==> src/rtl/alu_issue_ctrl_pkg.sv <==
// rtl/alu_issue_ctrl_pkg.sv - shared types and helpers for the ALU issue controller
package alu_issue_ctrl_pkg;

  typedef enum logic [4:0] {
    CMD_AND = 5'b00000,
    CMD_EOR = 5'b00001,
    CMD_SUB = 5'b00010,
    CMD_RSB = 5'b00011,
    CMD_ADD = 5'b00100,
    CMD_ADC = 5'b00101,
    CMD_SBC = 5'b00110,
    CMD_RSC = 5'b00111,
    CMD_TST = 5'b01000,
    CMD_TEQ = 5'b01001,
    CMD_CMP = 5'b01010,
    CMD_CMN = 5'b01011,
    CMD_ORR = 5'b01100,
    CMD_MOV = 5'b01101,
    CMD_BIC = 5'b01110,
    CMD_MVN = 5'b01111,
    CMD_MUL = 5'b10000
  } alu_cmd_e;

  typedef enum logic [3:0] {
    COND_EQ = 4'b0000,
    COND_NE = 4'b0001,
    COND_CS = 4'b0010,
    COND_CC = 4'b0011,
    COND_MI = 4'b0100,
    COND_PL = 4'b0101,
    COND_VS = 4'b0110,
    COND_VC = 4'b0111,
    COND_HI = 4'b1000,
    COND_LS = 4'b1001,
    COND_GE = 4'b1010,
    COND_LT = 4'b1011,
    COND_GT = 4'b1100,
    COND_LE = 4'b1101,
    COND_AL = 4'b1110,
    COND_NV = 4'b1111
  } cond_e;

  typedef enum logic [1:0] {
    ST_IDLE = 2'd0,
    ST_EXEC = 2'd1,
    ST_WAIT = 2'd2,
    ST_WB   = 2'd3
  } ctrl_state_e;

  // TST/TEQ/CMP/CMN occupy 01000..01011: always set flags, never write back
  function automatic logic is_compare(input logic [4:0] cmd);
    return cmd[4:2] == 3'b010;
  endfunction

  function automatic logic is_mul(input logic [4:0] cmd);
    return cmd == CMD_MUL;
  endfunction

endpackage

==> src/rtl/alu_issue_ctrl_cond_eval.sv <==
// rtl/alu_issue_ctrl_cond_eval.sv - condition code evaluation against NZCV
module alu_issue_ctrl_cond_eval
  import alu_issue_ctrl_pkg::*;
(
  input  logic [3:0] cond_i,
  input  logic [3:0] nzcv_i,
  output logic       pass_o
);

  logic n, z, c, v;
  assign n = nzcv_i[3];
  assign z = nzcv_i[2];
  assign c = nzcv_i[1];
  assign v = nzcv_i[0];

  // ARM condition table; NV never executes
  always_comb begin
    pass_o = 1'b0;
    case (cond_e'(cond_i))
      COND_EQ: pass_o = z;
      COND_NE: pass_o = !z;
      COND_CS: pass_o = c;
      COND_CC: pass_o = !c;
      COND_MI: pass_o = n;
      COND_PL: pass_o = !n;
      COND_VS: pass_o = v;
      COND_VC: pass_o = !v;
      COND_HI: pass_o = c && !z;
      COND_LS: pass_o = !c || z;
      COND_GE: pass_o = (n == v);
      COND_LT: pass_o = (n != v);
      COND_GT: pass_o = !z && (n == v);
      COND_LE: pass_o = z || (n != v);
      COND_AL: pass_o = 1'b1;
      default: pass_o = 1'b0;
    endcase
  end

endmodule

==> src/rtl/alu_issue_ctrl.sv <==
// rtl/alu_issue_ctrl.sv - serial issue of one op at a time onto the registered ALU
module alu_issue_ctrl
  import alu_issue_ctrl_pkg::*;
#(
  parameter int ALU_LAT   = 1,
  parameter int MUL_EXTRA = 2
) (
  input  logic        CLOCK_50,
  input  logic        RESET_N,
  input  logic        req_valid,
  output logic        req_ready,
  input  logic [3:0]  req_cond,
  input  logic [4:0]  req_cmd,
  input  logic        req_set_flags,
  input  logic [3:0]  req_rd,
  input  logic [31:0] req_op1,
  input  logic [31:0] req_op2,
  input  logic        req_shift_carry,
  input  logic        req_was_shifted,
  output logic [4:0]  alu_cmd,
  output logic [31:0] alu_src1,
  output logic [31:0] alu_src2,
  output logic        alu_shift_carry,
  output logic        alu_was_shifted,
  output logic [3:0]  alu_flags,
  input  logic [31:0] alu_result,
  input  logic [3:0]  alu_nzcv,
  output logic        wb_valid,
  input  logic        wb_ready,
  output logic [3:0]  wb_rd,
  output logic [31:0] wb_data,
  output logic [3:0]  flags,
  output logic        retire
);

  localparam int CNT_MAX = ALU_LAT - 1 + MUL_EXTRA;
  localparam int CNT_W   = (CNT_MAX < 1) ? 1 : $clog2(CNT_MAX + 1);

  ctrl_state_e state_q, state_d;
  logic [4:0]  cmd_q, cmd_d;
  logic [31:0] src1_q, src1_d, src2_q, src2_d;
  logic        sc_q, sc_d, ws_q, ws_d;
  logic        setf_q, setf_d;
  logic [3:0]  rd_q, rd_d;
  logic [CNT_W-1:0] cnt_q, cnt_d;
  logic [3:0]  flags_q, flags_d;
  logic        wb_valid_q, wb_valid_d;
  logic [3:0]  wb_rd_q, wb_rd_d;
  logic [31:0] wb_data_q, wb_data_d;
  logic        retire_q, retire_d;
  logic        cond_pass;

  alu_issue_ctrl_cond_eval u_cond_eval (
    .cond_i (req_cond),
    .nzcv_i (flags_q),
    .pass_o (cond_pass)
  );

  // State and datapath registers; reset discards any op in flight
  always_ff @(posedge CLOCK_50) begin
    if (!RESET_N) begin
      state_q    <= ST_IDLE;
      cmd_q      <= CMD_MOV;
      src1_q     <= '0;
      src2_q     <= '0;
      sc_q       <= 1'b0;
      ws_q       <= 1'b0;
      setf_q     <= 1'b0;
      rd_q       <= '0;
      cnt_q      <= '0;
      flags_q    <= '0;
      wb_valid_q <= 1'b0;
      wb_rd_q    <= '0;
      wb_data_q  <= '0;
      retire_q   <= 1'b0;
    end else begin
      state_q    <= state_d;
      cmd_q      <= cmd_d;
      src1_q     <= src1_d;
      src2_q     <= src2_d;
      sc_q       <= sc_d;
      ws_q       <= ws_d;
      setf_q     <= setf_d;
      rd_q       <= rd_d;
      cnt_q      <= cnt_d;
      flags_q    <= flags_d;
      wb_valid_q <= wb_valid_d;
      wb_rd_q    <= wb_rd_d;
      wb_data_q  <= wb_data_d;
      retire_q   <= retire_d;
    end
  end

  // Next-state: condition-failed ops never leave IDLE
  always_comb begin
    state_d = state_q;
    case (state_q)
      ST_IDLE: if (req_valid && cond_pass) state_d = ST_EXEC;
      ST_EXEC: state_d = ST_WAIT;
      ST_WAIT: if (cnt_q == '0) state_d = is_compare(cmd_q) ? ST_IDLE : ST_WB;
      ST_WB:   if (wb_ready) state_d = ST_IDLE;
      default: state_d = ST_IDLE;
    endcase
  end

  // Datapath next values: latch on accept, count ALU latency, commit flags/writeback
  always_comb begin
    cmd_d      = cmd_q;
    src1_d     = src1_q;
    src2_d     = src2_q;
    sc_d       = sc_q;
    ws_d       = ws_q;
    setf_d     = setf_q;
    rd_d       = rd_q;
    cnt_d      = cnt_q;
    flags_d    = flags_q;
    wb_valid_d = wb_valid_q;
    wb_rd_d    = wb_rd_q;
    wb_data_d  = wb_data_q;
    retire_d   = 1'b0;
    case (state_q)
      ST_IDLE: begin
        if (req_valid) begin
          if (cond_pass) begin
            cmd_d  = req_cmd;
            src1_d = req_op1;
            src2_d = req_op2;
            sc_d   = req_shift_carry;
            ws_d   = req_was_shifted;
            setf_d = req_set_flags;
            rd_d   = req_rd;
          end else begin
            retire_d = 1'b1;
          end
        end
      end
      ST_EXEC: begin
        if (is_mul(cmd_q)) cnt_d = CNT_W'(ALU_LAT - 1 + MUL_EXTRA);
        else               cnt_d = CNT_W'(ALU_LAT - 1);
      end
      ST_WAIT: begin
        if (cnt_q != '0) begin
          cnt_d = cnt_q - 1'b1;
        end else begin
          if (setf_q || is_compare(cmd_q)) flags_d = alu_nzcv;
          if (is_compare(cmd_q)) begin
            retire_d = 1'b1;
          end else begin
            wb_valid_d = 1'b1;
            wb_rd_d    = rd_q;
            wb_data_d  = alu_result;
          end
        end
      end
      ST_WB: begin
        if (wb_ready) begin
          wb_valid_d = 1'b0;
          retire_d   = 1'b1;
        end
      end
      default: ;
    endcase
  end

  assign req_ready       = (state_q == ST_IDLE);
  assign alu_cmd         = cmd_q;
  assign alu_src1        = src1_q;
  assign alu_src2        = src2_q;
  assign alu_shift_carry = sc_q;
  assign alu_was_shifted = ws_q;
  assign alu_flags       = flags_q;
  assign flags           = flags_q;
  assign wb_valid        = wb_valid_q;
  assign wb_rd           = wb_rd_q;
  assign wb_data         = wb_data_q;
  assign retire          = retire_q;

endmodule

==> config.mk <==
export PLATFORM = sky130hd
export DESIGN_NAME = alu_issue_ctrl
export DESIGN_NICKNAME = d
export VERILOG_FILES = /design/src/rtl/alu_issue_ctrl_pkg.sv /design/src/rtl/alu_issue_ctrl_cond_eval.sv /design/src/rtl/alu_issue_ctrl.sv
export SDC_FILE = /design/constraint.sdc
export NUM_CORES = 1
export LEC_CHECK = 0
export CAP_MARGIN = 20
export CORE_MARGIN = 5
export CORE_UTILIZATION = 30
export CTS_CLUSTER_DIAMETER = 30
export DETAILED_ROUTE_END_ITERATION = 16
export PLACE_DENSITY = 0.59
export SLEW_MARGIN = 0
export SYNTH_ARGS = -nofsm -noshare
export SYNTH_HDL_FRONTEND = slang
export SYNTH_SLANG_ARGS = --single-unit
export TNS_END_PERCENT = 5
==> constraint.sdc <==
create_clock -name CLOCK_50 -period 3.15 [get_ports CLOCK_50]
set_clock_uncertainty 0.15 [all_clocks]
set_input_delay 0.63 -clock CLOCK_50 [delete_from_list [all_inputs] [get_ports CLOCK_50]]
set_output_delay 0.63 -clock CLOCK_50 [all_outputs]
set_load 0.01 [all_outputs]
==> summary.md <==
| Metric | Value |
|---|---|
| Unrepaired setup endpoints after global routing | `no` |
| Die width | `140 um` |
| Syn nets | `698` |
| Cell Rows | `47` |
| Synth Instances | `577` |
| Max Buffers Root-to-Sink | `2` |
| Final WS setup | `451 ps` |
| CP max stage cell | `clkdlybuf4s50_1` |
| Flops & latches, synth | `122` |
| Die Span Y | `140 um` |
| PD cells | `517 nW/um^2` |
| Max Cap Viol | `0` |
| Final Max Slew Viols | `0` |
| Vias in the first global route | `4739` |
| R2r setup slk | `740 ps` |
| Final Hold Fails | `0` |
| Critical-path cell list | `clkdlybuf4s50_1, or4_1, a311o_1, a31oi_4, buf_12, buf_12, mux2i_1` |
| Total gr overflow | `0` |
| Max Freq | `371 MHz` |
| Worst slack, placed | `57.8 ps` |
| Hpwl dp | `11500 um` |
| Fin crit share | `0.857` |
| Core ar. | `16600 um^2` |
| Post-synthesis cell area | `5060 um^2` |
| Via Count | `4704` |
| Setup Fix Bufs, Post-CTS | `0` |
| Hold buffer count at cts | `0` |
| DRC errors left | `0` |
| CTS clock-pin slew for the worst setup and hold paths | `50 ps` |
| Synthesis-to-finish area growth | `63.3%` |
| Reg2reg end | `alu_src2[12]$_SDFFE_PN0P_` |
| Synth cell types | `41` |
| Layout cell share with drive strength beyond 1 | `0.0588` |
| DRT Pass-1 Iters | `4` |
| R2R Path Start | `alu_flags[0]$_SDFFE_PN0P_` |
| Max stage delay on crit path | `560 ps` |
| Worst r2r path cells | `7` |
| Slew @ Worst Pin | `708 ps` |
| Clk root buf | `clkbuf_16` |
| Worst hold start | `alu_src2[1]$_SDFFE_PN0P_` |
| Critical Path Source | `req_cond[0]` |
| Final setup violation count | `0` |
| CP bufs+invs | `3` |
| Hold Path End | `alu_src2[1]$_SDFFE_PN0P_` |
| Crit path max-delay family | `buffers and inverters` |
| Required @ worst endpoint | `3320 ps` |
| CTS Buf Count | `17` |
| Die ar. | `19500 um^2` |
| Status | `completed` |
| Total track usage | `0.154` |
| Yosys warns | `0` |
| Routed vias/inst | `4.54` |
| CP Capture Type | `flop` |
| Ant. Diodes | `0` |
| Number of antenna violations at the first check in global routing | `2` |
| Hold Path Class | `reg -> reg` |
| Fin util | `0.498` |
| Syn Area/Cell | `8.76 um^2` |
| Worst slew margin | `0.527` |
| First-pass GRT wire length | `24300 um` |
| Input/output buffers | `237` |
| Data arrival, critical path | `2870 ps` |
| Routed Antenna Nets | `0` |
| Worst Hold Depth | `2` |
| Clock sink count | `122` |
| Max FO, Critical Path | `16` |
| Post-layout min period | `2700 ps` |
| Fillers | `1540` |
| Post-CTS Resized | `0` |
| Setup_tns | `0 ps` |
| Routability cong. | `0.762` |
| Initial DRC Count | `171` |
| Detailed-route wire length | `15400 um` |
| Routed len/inst | `14.8 um` |
| TritonCTS clock tree | `done` |
| Leakage power | `3.03 nW` |
| Worst-Skew Late Latency | `400 ps` |
| Largest net degree at the start of global routing | `84` |
| Kind of critical path | `in -> reg` |
| Ports | `238` |
| Initial Util | `0.305` |
| # H-tree levels | `4` |
| Nets | `928` |
| Register area share after synthesis | `0.483` |
| Max rail drop VDD | `0.000367 V` |
| Most used cell, CP | `buf_12` |
| Crit start category | `primary input` |
[sequential cells by signal, indices dropped and copies added (netlist names), 2 cells and up]
signal     flops
rd_q           4
alu_src2      32
wb_rd          4
cnt_q          2
alu_cmd        5
wb_data       32
alu_flags      4
alu_src1      32
state_q        2
[cell type report]
type | count | area [um^2] | area share
clock inverter | 3 | 40.0 | 0.00485
multi-input combinational | 402 | 2370 | 0.287
clock buffer | 26 | 489 | 0.0593
tap | 220 | 275 | 0.0333
inverter | 6 | 22.5 | 0.00273
sequential | 122 | 2440 | 0.296
timing repair buffer | 258 | 2620 | 0.317
[Yosys cell counts]
master,number,area share
dfxtp_1,122,0.48
nand2_1,224,0.17
a31oi_2,1,0.0025
mux2i_1,81,0.16
a311oi_1,1,0.0017
o311ai_0,1,0.0017
a32oi_1,1,0.0017
a21oi_1,4,0.0040
nor2b_1,10,0.012
and3_1,2,0.0025
buf_4,7,0.010
nor4_1,2,0.0025
or4_1,1,0.0015
o211ai_1,1,0.0015
and2_1,1,0.0012
xor2_1,2,0.0035
a311o_1,1,0.0020
nand3_1,4,0.0040
ha_1,1,0.0025
o21ai_0,5,0.0049
a21boi_0,38,0.056
clkbuf_1,30,0.022
inv_1,6,0.0045
nor4bb_1,1,0.0020
o31ai_1,1,0.0015
nor4b_1,1,0.0017
nor2_1,4,0.0030
buf_1,2,0.0015
o22ai_1,2,0.0025
xnor2_1,1,0.0017
nand3b_1,1,0.0015
o21ai_1,1,0.00099
or3b_1,2,0.0035
nand4b_1,1,0.0017
buf_2,3,0.0030
buf_6,5,0.011
nand4bb_1,1,0.0022
o2111ai_1,1,0.0017
nor3b_1,2,0.0030
o211a_1,1,0.0020
o221a_2,1,0.0022
[where the power goes]
group	internal (mW)	switching, mW
logic	0.460	0.328
clock network	1.13	0.634
registers	1.65	0.0665
total	3.24	1.03
[metrics by stage]
step / area, um^2 / cells / hold slack (ps) / power, mW
finish: 8260 / 1037 / 306 / 4.27
global route: 8260 / 1037 / 323 / 4.48
CTS: 8260 / 1037 / 308 / 4.34
detailed placement: 7730 / 1008 / 298 / 2.54
global placement: 7730 / 1008 / 292 / 2.52
floorplan: 5060 / 577 / 285 / 2.08
[metal layers]
layer  routed length (um)  track usage
met1                 6270        0.176
met4                  340       0.0581
met2                 7640        0.261
met5                   27            0
met3                 1070       0.0590
[cells by family (layout without fill, tap and decap cells)]
kind of cell / count (synthesis) / in the layout / share of synthesized area
AO/OA/AOI/OAI: 60 / 60 / 0.0874
XOR/XNOR: 3 / 3 / 0.00520
adder cells (fa/ha/maj): 1 / 1 / 0.00247
buffers and inverters: 53 / 293 / 0.0527
flip-flops: 122 / 122 / 0.483
multiplexers: 81 / 81 / 0.160
AND/OR/NAND/NOR: 257 / 257 / 0.209
[worst max path at each step]
stage               slack, ps  cells past startpoint                            to
finish                    450                      7     alu_src2[12]$_SDFFE_PN0P_
global route              350                      7     alu_src2[12]$_SDFFE_PN0P_
CTS                       460                      7     alu_src2[12]$_SDFFE_PN0P_
detailed placement         60                      7      alu_src2[9]$_SDFFE_PN0P_
global placement          120                      7     alu_src2[21]$_SDFFE_PN0P_
floorplan                 630                      7  alu_shift_carry$_SDFFE_PN0P_
[worst min-delay path, delay by kind of cell, from the launching register on]
kind / cells / cell delay (ps)
and+or+nand+nor: 1 / 50
DFF: 1 / 300
muxes: 1 / 50
[layout by cell type (no fill, tap or decap), types with 2 or more instances in the layout]
cell	n
nor3b_1	2
clkbuf_16	17
dfxtp_1	122
mux2i_1	81
clkinv_2	2
xor2_1	2
buf_4	15
nand3_1	4
buf_12	7
and3_1	2
clkbuf_1	6
a21boi_0	38
o22ai_1	2
or3b_1	2
o21ai_0	5
clkdlybuf4s50_1	236
nor4_1	2
inv_1	6
nor2b_1	10
nand2_1	224
nor2_1	4
a21oi_1	4
clkbuf_8	3
(Power assumes the default switching activity.)
